--- src/rtl/vga_scan_controller.sv ---
// vga_scan_controller: pixel-clock divider, h/v scan counters, sync/blank generation and line-prefetch scheduler
// Ports:
//   clk, rst_n                          system clock, asynchronous active-low reset
//   enable_i                            run scan; low holds the block in its idle state (synchronous)
//   pix_tick_o                          one-clk strobe every CLK_DIV clocks while enabled
//   hcount_o, vcount_o                  current pixel column and line
//   hsync_o, vsync_o                    registered syncs, active level H_POL / V_POL
//   video_on_o                          counters inside the visible area
//   frame_start_o                       one-clk pulse after the counters reach (0,0)
//   line_req_o, line_num_o, line_ack_i  line prefetch request toward the frame-buffer reader
//   underrun_o, clr_underrun_i          sticky late-fetch flag and its clear
module vga_scan_controller #(
  parameter int   H_VISIBLE = 640,
  parameter int   H_FRONT   = 16,
  parameter int   H_PULSE   = 96,
  parameter int   H_BACK    = 48,
  parameter int   V_VISIBLE = 480,
  parameter int   V_FRONT   = 10,
  parameter int   V_PULSE   = 2,
  parameter int   V_BACK    = 33,
  parameter logic H_POL     = 1'b0,
  parameter logic V_POL     = 1'b0,
  parameter int   CLK_DIV   = 2
) (
  input  logic       clk,
  input  logic       rst_n,
  input  logic       enable_i,
  output logic       pix_tick_o,
  output logic [9:0] hcount_o,
  output logic [9:0] vcount_o,
  output logic       hsync_o,
  output logic       vsync_o,
  output logic       video_on_o,
  output logic       frame_start_o,
  output logic       line_req_o,
  output logic [9:0] line_num_o,
  input  logic       line_ack_i,
  output logic       underrun_o,
  input  logic       clr_underrun_i
);
  localparam int H_TOTAL = H_VISIBLE + H_FRONT + H_PULSE + H_BACK;
  localparam int V_TOTAL = V_VISIBLE + V_FRONT + V_PULSE + V_BACK;
  localparam int DW = CLK_DIV > 1 ? $clog2(CLK_DIV) : 1;
  localparam logic [DW-1:0] DIV_MAX = DW'(CLK_DIV - 1);
  localparam logic [9:0] H_LAST = 10'(H_TOTAL - 1);
  localparam logic [9:0] V_LAST = 10'(V_TOTAL - 1);
  localparam logic [9:0] H_VIS  = 10'(H_VISIBLE);
  localparam logic [9:0] V_VIS  = 10'(V_VISIBLE);
  localparam logic [9:0] H_SS   = 10'(H_VISIBLE + H_FRONT);
  localparam logic [9:0] H_SE   = 10'(H_VISIBLE + H_FRONT + H_PULSE);
  localparam logic [9:0] V_SS   = 10'(V_VISIBLE + V_FRONT);
  localparam logic [9:0] V_SE   = 10'(V_VISIBLE + V_FRONT + V_PULSE);

  typedef enum logic {IDLE, REQ} state_e;

  state_e        state_q, state_d;
  logic [DW-1:0] div_q, div_d;
  logic [9:0]    hcount_q, hcount_d, vcount_q, vcount_d, line_num_q, line_num_d, next_line;
  logic          tick_q, tick_d, hsync_q, hsync_d, vsync_q, vsync_d, video_q, video_d;
  logic          frame_q, frame_d, underrun_q, underrun_d, run_q, set_ur, hwrap;

  always_comb begin
    div_d      = (!enable_i || div_q == DIV_MAX) ? '0 : div_q + DW'(1);
    tick_d     = enable_i && div_d == DIV_MAX;
    hwrap      = hcount_q == H_LAST;
    hcount_d   = !enable_i ? H_LAST : tick_q ? (hwrap ? '0 : hcount_q + 10'd1) : hcount_q;
    vcount_d   = !enable_i ? V_LAST : (tick_q && hwrap) ? (vcount_q == V_LAST ? '0 : vcount_q + 10'd1) : vcount_q;
    // sync and blanking come from the next counts so they line up with the registered counters
    hsync_d    = (enable_i && hcount_d >= H_SS && hcount_d < H_SE) ? H_POL : ~H_POL;
    vsync_d    = (enable_i && vcount_d >= V_SS && vcount_d < V_SE) ? V_POL : ~V_POL;
    video_d    = enable_i && hcount_d < H_VIS && vcount_d < V_VIS;
    frame_d    = enable_i && tick_q && hcount_d == '0 && vcount_d == '0;
    next_line  = vcount_q == V_LAST ? '0 : vcount_q + 10'd1;
    state_d    = state_q;
    line_num_d = line_num_q;
    set_ur     = 1'b0;
    if (!enable_i) begin
      state_d    = IDLE;
      line_num_d = '0;
    end else if (state_q == IDLE) begin
      // first enabled clock prefetches line 0 ahead of the first visible line
      if (!run_q) begin
        state_d    = REQ;
        line_num_d = '0;
      end else if (tick_q && hcount_d == H_VIS && next_line < V_VIS) begin
        state_d    = REQ;
        line_num_d = next_line;
      end
    end else if (line_ack_i) begin
      state_d = IDLE;
    end else if (tick_q && hcount_d == '0 && vcount_d == line_num_q) begin
      state_d = IDLE;
      set_ur  = 1'b1;
    end
    underrun_d = set_ur | (underrun_q & ~clr_underrun_i);
  end

  always_ff @(posedge clk or negedge rst_n) begin
    if (!rst_n) begin
      div_q      <= '0;
      tick_q     <= 1'b0;
      hcount_q   <= H_LAST;
      vcount_q   <= V_LAST;
      hsync_q    <= ~H_POL;
      vsync_q    <= ~V_POL;
      video_q    <= 1'b0;
      frame_q    <= 1'b0;
      state_q    <= IDLE;
      line_num_q <= '0;
      underrun_q <= 1'b0;
      run_q      <= 1'b0;
    end else begin
      div_q      <= div_d;
      tick_q     <= tick_d;
      hcount_q   <= hcount_d;
      vcount_q   <= vcount_d;
      hsync_q    <= hsync_d;
      vsync_q    <= vsync_d;
      video_q    <= video_d;
      frame_q    <= frame_d;
      state_q    <= state_d;
      line_num_q <= line_num_d;
      underrun_q <= underrun_d;
      run_q      <= enable_i;
    end
  end

  assign pix_tick_o    = tick_q;
  assign hcount_o      = hcount_q;
  assign vcount_o      = vcount_q;
  assign hsync_o       = hsync_q;
  assign vsync_o       = vsync_q;
  assign video_on_o    = video_q;
  assign frame_start_o = frame_q;
  assign line_req_o    = state_q == REQ;
  assign line_num_o    = line_num_q;
  assign underrun_o    = underrun_q;
endmodule
--- config.mk ---
export PLATFORM = sky130hd
export DESIGN_NAME = vga_scan_controller
export DESIGN_NICKNAME = d
export VERILOG_FILES = /design/src/rtl/vga_scan_controller.sv
export SDC_FILE = /design/constraint.sdc
export NUM_CORES = 1
export LEC_CHECK = 0
export ABC_CLOCK_PERIOD_IN_PS = 2630
export BUFFER_PORTS_ARGS = -buffer_cell sky130_fd_sc_hd__buf_2
export CORE_AREA = 2 2 83 85
export CTS_BUF_LIST = sky130_fd_sc_hd__clkbuf_4 sky130_fd_sc_hd__clkbuf_8
export DETAILED_ROUTE_END_ITERATION = 12
export DIE_AREA = 0 0 85 87
export PLACE_DENSITY_LB_ADDON = 0.25
export RECOVER_POWER = 25
export SYNTH_ARGS = -nofsm -noshare
export SYNTH_HDL_FRONTEND = slang
export SYNTH_SLANG_ARGS = --single-unit
--- constraint.sdc ---
create_clock -name clk -period 2.63 [get_ports clk]
set_input_delay 0.526 -clock clk [delete_from_list [all_inputs] [get_ports clk]]
set_output_delay 0.526 -clock clk [all_outputs]
set_load 0.02 [all_outputs]
* Yosys cells after proc, flatten, opt, wreduce, memory -nomap -nowiden
Index checks and enable logic that the tools add are counted.
** Operators by class
- Add/sub/neg operators :: 3
- $lt $le $gt $ge :: 7
- Equal/unequal tests :: 6
- Multiplexer cells :: 23
- Bitwise operators :: 3
- Reductions and logical operators :: 20
** Operator list (count)
- 2-to-1 mux 10 bit :: 10
- == test 10 bit, second input constant :: 3
- < comparator 10 x 9 -> 1 bit, second input constant :: 3
- adder 10 x 1 -> 10 bit, second input constant :: 2
- logical NOT 10 bit :: 2
- < comparator 10 bit, second input constant :: 2
- logical AND 1 bit :: 15
- 2-to-1 mux 1 bit :: 13
- == test 10 bit :: 1
- >= comparator 10 bit, second input constant :: 1
- >= comparator 10 x 9 -> 1 bit, second input constant :: 1
- != test 3 x 2 -> 1 bit, second input constant :: 1
- != test 2 bit, second input constant :: 1
- AND reduction 2 bit :: 1
- adder 1 bit, second input constant :: 1
- AND 1 bit :: 1
- logical NOT 1 bit :: 1
- logical OR 1 bit :: 1
- NOT 1 bit :: 1
- bitwise OR 1 bit :: 1
** Word-level totals
- Bits in registers :: 39
- Input port bits :: 5
- Output and inout port bits :: 37
- Logic and storage cells :: 74

* Depth between registers and ports, before layout
- Depth in word-level cells :: 12
- Gate-level depth with buffers :: 11

* Worst setup path before layout
Ideal clock, no wire load.
- Path type :: reg2reg
- Start point :: register hcount_q[0] (netlist: hcount_o[0])
- End point :: register state_q (netlist: line_req_o)
- Setup time :: 0.119 ns
- Arrival time :: 2.847 ns
- Data required time :: 2.511 ns
- Setup slack :: -0.336 ns
- Cell stages (with the launch flop) :: 11
- Period minus slack after synthesis :: 2.966 ns
- Cells stage by stage :: dfstp_2 -> ha_1 -> nand3_1 -> or4_1 -> buf_2 -> or3_1 -> a21oi_2 -> xnor2_1 -> o2111ai_1 -> o311a_1 -> o21a_1
** Between the ends
- Elaborated cells on any way between the ends :: 21
** RTL lines
- from (decl) :: line 58 : logic [9:0] hcount_q, hcount_d, vcount_q, vcount_d, line_num_q, line_num_d, next_line;
- from (signal assigned) :: line 115 : hcount_q <= hcount_d;
- == test 10 bit :: line 65 : hwrap = hcount_q == H_LAST;
- logical AND 1 bit :: line 67 : vcount_d = !enable_i ? V_LAST : (tick_q && hwrap) ? (vcount_q == V_LAST ? '0 : vcount_q + 10'd1) : vcount_q;
- 2-to-1 mux 10 bit (2 in series) :: line 67
- net vcount_d[6] :: line 58
- == test 10 bit :: line 91 : end else if (tick_q && hcount_d == '0 && vcount_d == line_num_q) begin
- logical AND 1 bit :: line 91
- 2-to-1 mux 1 bit :: line 91
- 2-to-1 mux 1 bit :: line 89 : end else if (line_ack_i) begin
- 2-to-1 mux 1 bit :: line 80 : end else if (state_q == IDLE) begin
- 2-to-1 mux 1 bit :: line 77 : if (!enable_i) begin
- net state_d :: line 56 : state_e state_q, state_d;
- to (signal assigned) :: line 121 : state_q <= state_d;
- to (decl) :: line 56
The timed path passes the listed nets, and every way through them passes these cells.
A chain may end at the register's enable or synchronous reset.

* Worst setup path in the final report
- Start point :: register hcount_q[8] (netlist: hcount_o[8])
- End point :: register state_q (netlist: line_req_o)
Same word-level chain as after synthesis.

==> flow_metrics.tcl <==
set metrics [dict create \
    status "complete, but fails checks" \
    violations "max-capacitance violations, max-slew violations, negative setup slack" \
    cap_violations 1 \
    routedWlPerCell_um 16.6 \
    finalHoldViolations 0 \
    cts_buffers 5 \
    viasPerCell 5.64 \
    htreeDepth 2 \
    area_growth_pct 37.6 \
    maxSlewHeadroom -0.323 \
    core-area_um2 6570 \
    initial_core_util 0.381 \
    grt_pass1_wl_um 12400 \
    crit_type "reg2reg" \
    stdcell_area_um2 3440 \
    dp_cells 444 \
    wirelength_um 7590 \
    placed_area_um2 3190 \
    drt-initial-drc-count 174 \
    place_ws_ns -0.219 \
    tightest_slew_ns 1.98 \
    async_reset_ff_frac 1.00 \
    die_x_um 85 \
    synth_edf_count 0 \
    p_comb_frac 0.418 \
    yosysWarnings 0 \
    cts_num_sinks 38 \
    clk_pin_slew_ns 0.07 \
    die_h_um 87 \
    fin_ws_ns -0.137 \
    drc 0 \
    routabilityCongestion 0.943 \
    syn-cell-area_um2 2500 \
    fillers 613 \
    grt_max_degree 39 \
    arrival_ns 2.95 \
    syn_nets 293 \
    cp-start-kind "register" \
    num_rows 30 \
    syn_inst 285 \
    postCtsHoldBufs 0 \
    setup_viol 4 \
    io_buffers 41 \
    critPathMaxStageDelay_ns 0.57 \
    io_pins 42 \
    cts_tree "built" \
    switching_share 0.370 \
    path_cells "nand4bb_4 > or4_4 > or4_4 > a21oi_4 > o211ai_2 > o311a_1 > o21a_1" \
    slew_viol_final 39 \
    synth-seq-cells 38 \
    fmax_mhz 361 \
    p_seq_frac 0.361 \
    synth_area_per_cell_um2 8.77 \
    synth-seq-area-share 0.386 \
    antenna_cells 0 \
    internal_power_mw 1.23 \
    vias 2582 \
    p_clk_frac 0.221 \
    ys_types 55 \
    critPathMaxFanout 6 \
    antenna_found_initial 0 \
    period_needed_ns 2.77 \
    hold_class "in2reg" \
    drive_above_1_share 0.394 \
    max-vdd-ir-drop_mv 0.214 \
    cpMaxStageDelayCell "or4_4" \
    fin_skew_ns 0.00321 \
    design.die.area_um2 7400 \
    grt_pass1_vias 2423 \
    power_density_nw_per_um2 567 \
    grt_overflow_total 0 \
    clock-root-buffer "clkbuf_8" \
    nNetsFinal 385 \
    grt_usage 0.211 \
    holdWs_ns 0.555 \
    rsz0062_at_grt "yes" \
    clk_latency_ns 0.29 \
    ant_nets 0 \
    required_ns 2.82 \
    clockBufferDepth 2 \
    firstDrtPassIters 5 \
    dp_hpwl_um 5560 \
    crit_top_cell "or4_4" \
    ys.flop_type "dfrtp_1" \
    fin_crit_sh 1.05 \
    end_kind "register" \
    p_switching_mw 0.722 \
    layoutNonFillerInstCount 458 \
    cellLeakagePower_nw 1.50 \
]
cell usage after synthesis (all sizes together), types with 5 or more instances:
| library cell | number | area (um^2) |
|---|---|---|
| nor2b | 8 | 50.1 |
| nand2b | 5 | 31.3 |
| buf | 5 | 25.0 |
| inv | 10 | 37.5 |
| nand4 | 10 | 62.6 |
| nand2 | 39 | 146 |
| clkbuf | 15 | 56.3 |
| nand3 | 11 | 55.1 |
| nor2 | 13 | 48.8 |
| a21oi | 11 | 70.1 |
| dfstp | 12 | 315 |
| dfrtp | 26 | 651 |
| nor3 | 10 | 50.1 |
| mux2i | 10 | 100 |
| nor4 | 5 | 31.3 |
| xor2 | 5 | 43.8 |
| o21ai | 14 | 70.1 |
| xnor2 | 11 | 96.3 |
flip-flops by register name (all words and copies together), names as in the netlist:
signal	flops
hsync_o	1
frame_start_o	1
hcount_o	10
div_q	1
run_q	1
line_num_o	10
video_on_o	1
vsync_o	1
line_req_o	1
vcount_o	10
underrun_o	1
critical path, delay by kind of cell (launching register included):
family	cells	cell delay, ns
and+or+nand+nor	3	1.28
DFF	1	0.56
AOI/OAI and AO/OA	4	0.81
repair_timing:
| action | 4_1_cts | 5_1_grt |
|---|---|---|
| cloned | 0 | 1 |
| resized for setup | 6 | 19 |
| setup buffers | 0 | 5 |
| pin swaps | 2 | 10 |
| endpoints found under the setup margin | 14 | 15 |
stage by stage:
stage | util | power [mW] | setup TNS (ns)
finish | 0.524 | 1.95 | -0.339
global route | 0.524 | 2.07 | -1.25
CTS | 0.505 | 1.91 | -0.182
detailed placement | 0.486 | 1.46 | -1.39
global placement | 0.486 | 1.45 | -0.838
floorplan | - | 1.16 | -0.372
routing by layer:
| layer | up-vias | GRT usage | routed length [um] |
|---|---|---|---|
| met5 | - | 0 | 0 |
| met4 | 0 | 0.0765 | 170 |
| met3 | 15 | 0.0303 | 468 |
| met2 | 103 | 0.320 | 3510 |
| met1 | 1232 | 0.306 | 3440 |
| li1 | 1232 | - | - |
cell usage in the layout, fill, tap and decap left out, types with 3 or more instances in the layout:
master    netlist  layout
dfstp_2        12      12
a21oi_1         9       7
nor3_1         10       7
clkbuf_1       15       3
or3_1           4       3
buf_4           0      59
nand3_1        11      10
xor2_1          5       5
nand4_1        10      10
nor4_1          5       4
nor3_2          0       3
a21oi_4         1       3
nand2_1        39      38
o21ai_0        14      13
xnor2_1        11      11
nand2b_1        5       5
nand3b_1        3       3
dfrtp_1        26      25
mux2i_1        10      10
buf_6           0       4
buf_2           5      39
clkbuf_8        0       6
inv_1          10      10
nor2b_1         8       8
nor2_1         13      12
a22oi_1         3       3
o311ai_0        3       3
power groups by stage:
| stage | Sequential (mW) | Clock (mW) | Combinational (mW) |
|---|---|---|---|
| after floorplan | 0.774 | 0 | 0.388 |
| after global placement | 0.709 | 0 | 0.744 |
| after detailed placement | 0.710 | 0 | 0.747 |
| after CTS | 0.700 | 0.449 | 0.762 |
| after global routing | 0.711 | 0.478 | 0.877 |
| final | 0.704 | 0.432 | 0.816 |
final cells by class:
| class | count | area, um^2 | area share |
|---|---|---|---|
| multi-input combinational | 217 | 1550 | 0.449 |
| sequential | 38 | 967 | 0.281 |
| timing repair buffer | 105 | 694 | 0.202 |
| tap | 80 | 100 | 0.0291 |
| clock buffer | 7 | 90.1 | 0.0262 |
| inverter | 10 | 37.5 | 0.0109 |
| clock inverter | 1 | 5.00 | 0.00145 |
path summary, 6_finish.rpt:
path                                      from  depth (start not counted)             to  slack (ns)
worst min register to register   line_num_o[8]                          2  line_num_o[8]        0.58
worst max register to register     hcount_o[8]                          7     line_req_o       -0.14
worst min-delay path            clr_underrun_i                          3     underrun_o        0.56
min in group asynchronous                rst_n                          1          div_q        0.78
worst max-delay path               hcount_o[8]                          7     line_req_o       -0.14
max in group asynchronous                rst_n                          1    hcount_o[6]        0.56
cells by family after synthesis:
family,after synthesis,share of synthesized area
buf+inv,30,0.0475
fa+ha+maj,3,0.0150
simple gates,127,0.277
compound gates,61,0.178
flops,38,0.386
mux,10,0.0400
xor+xnor,16,0.0561
Note: power is estimated with default switching activity, not from simulation.
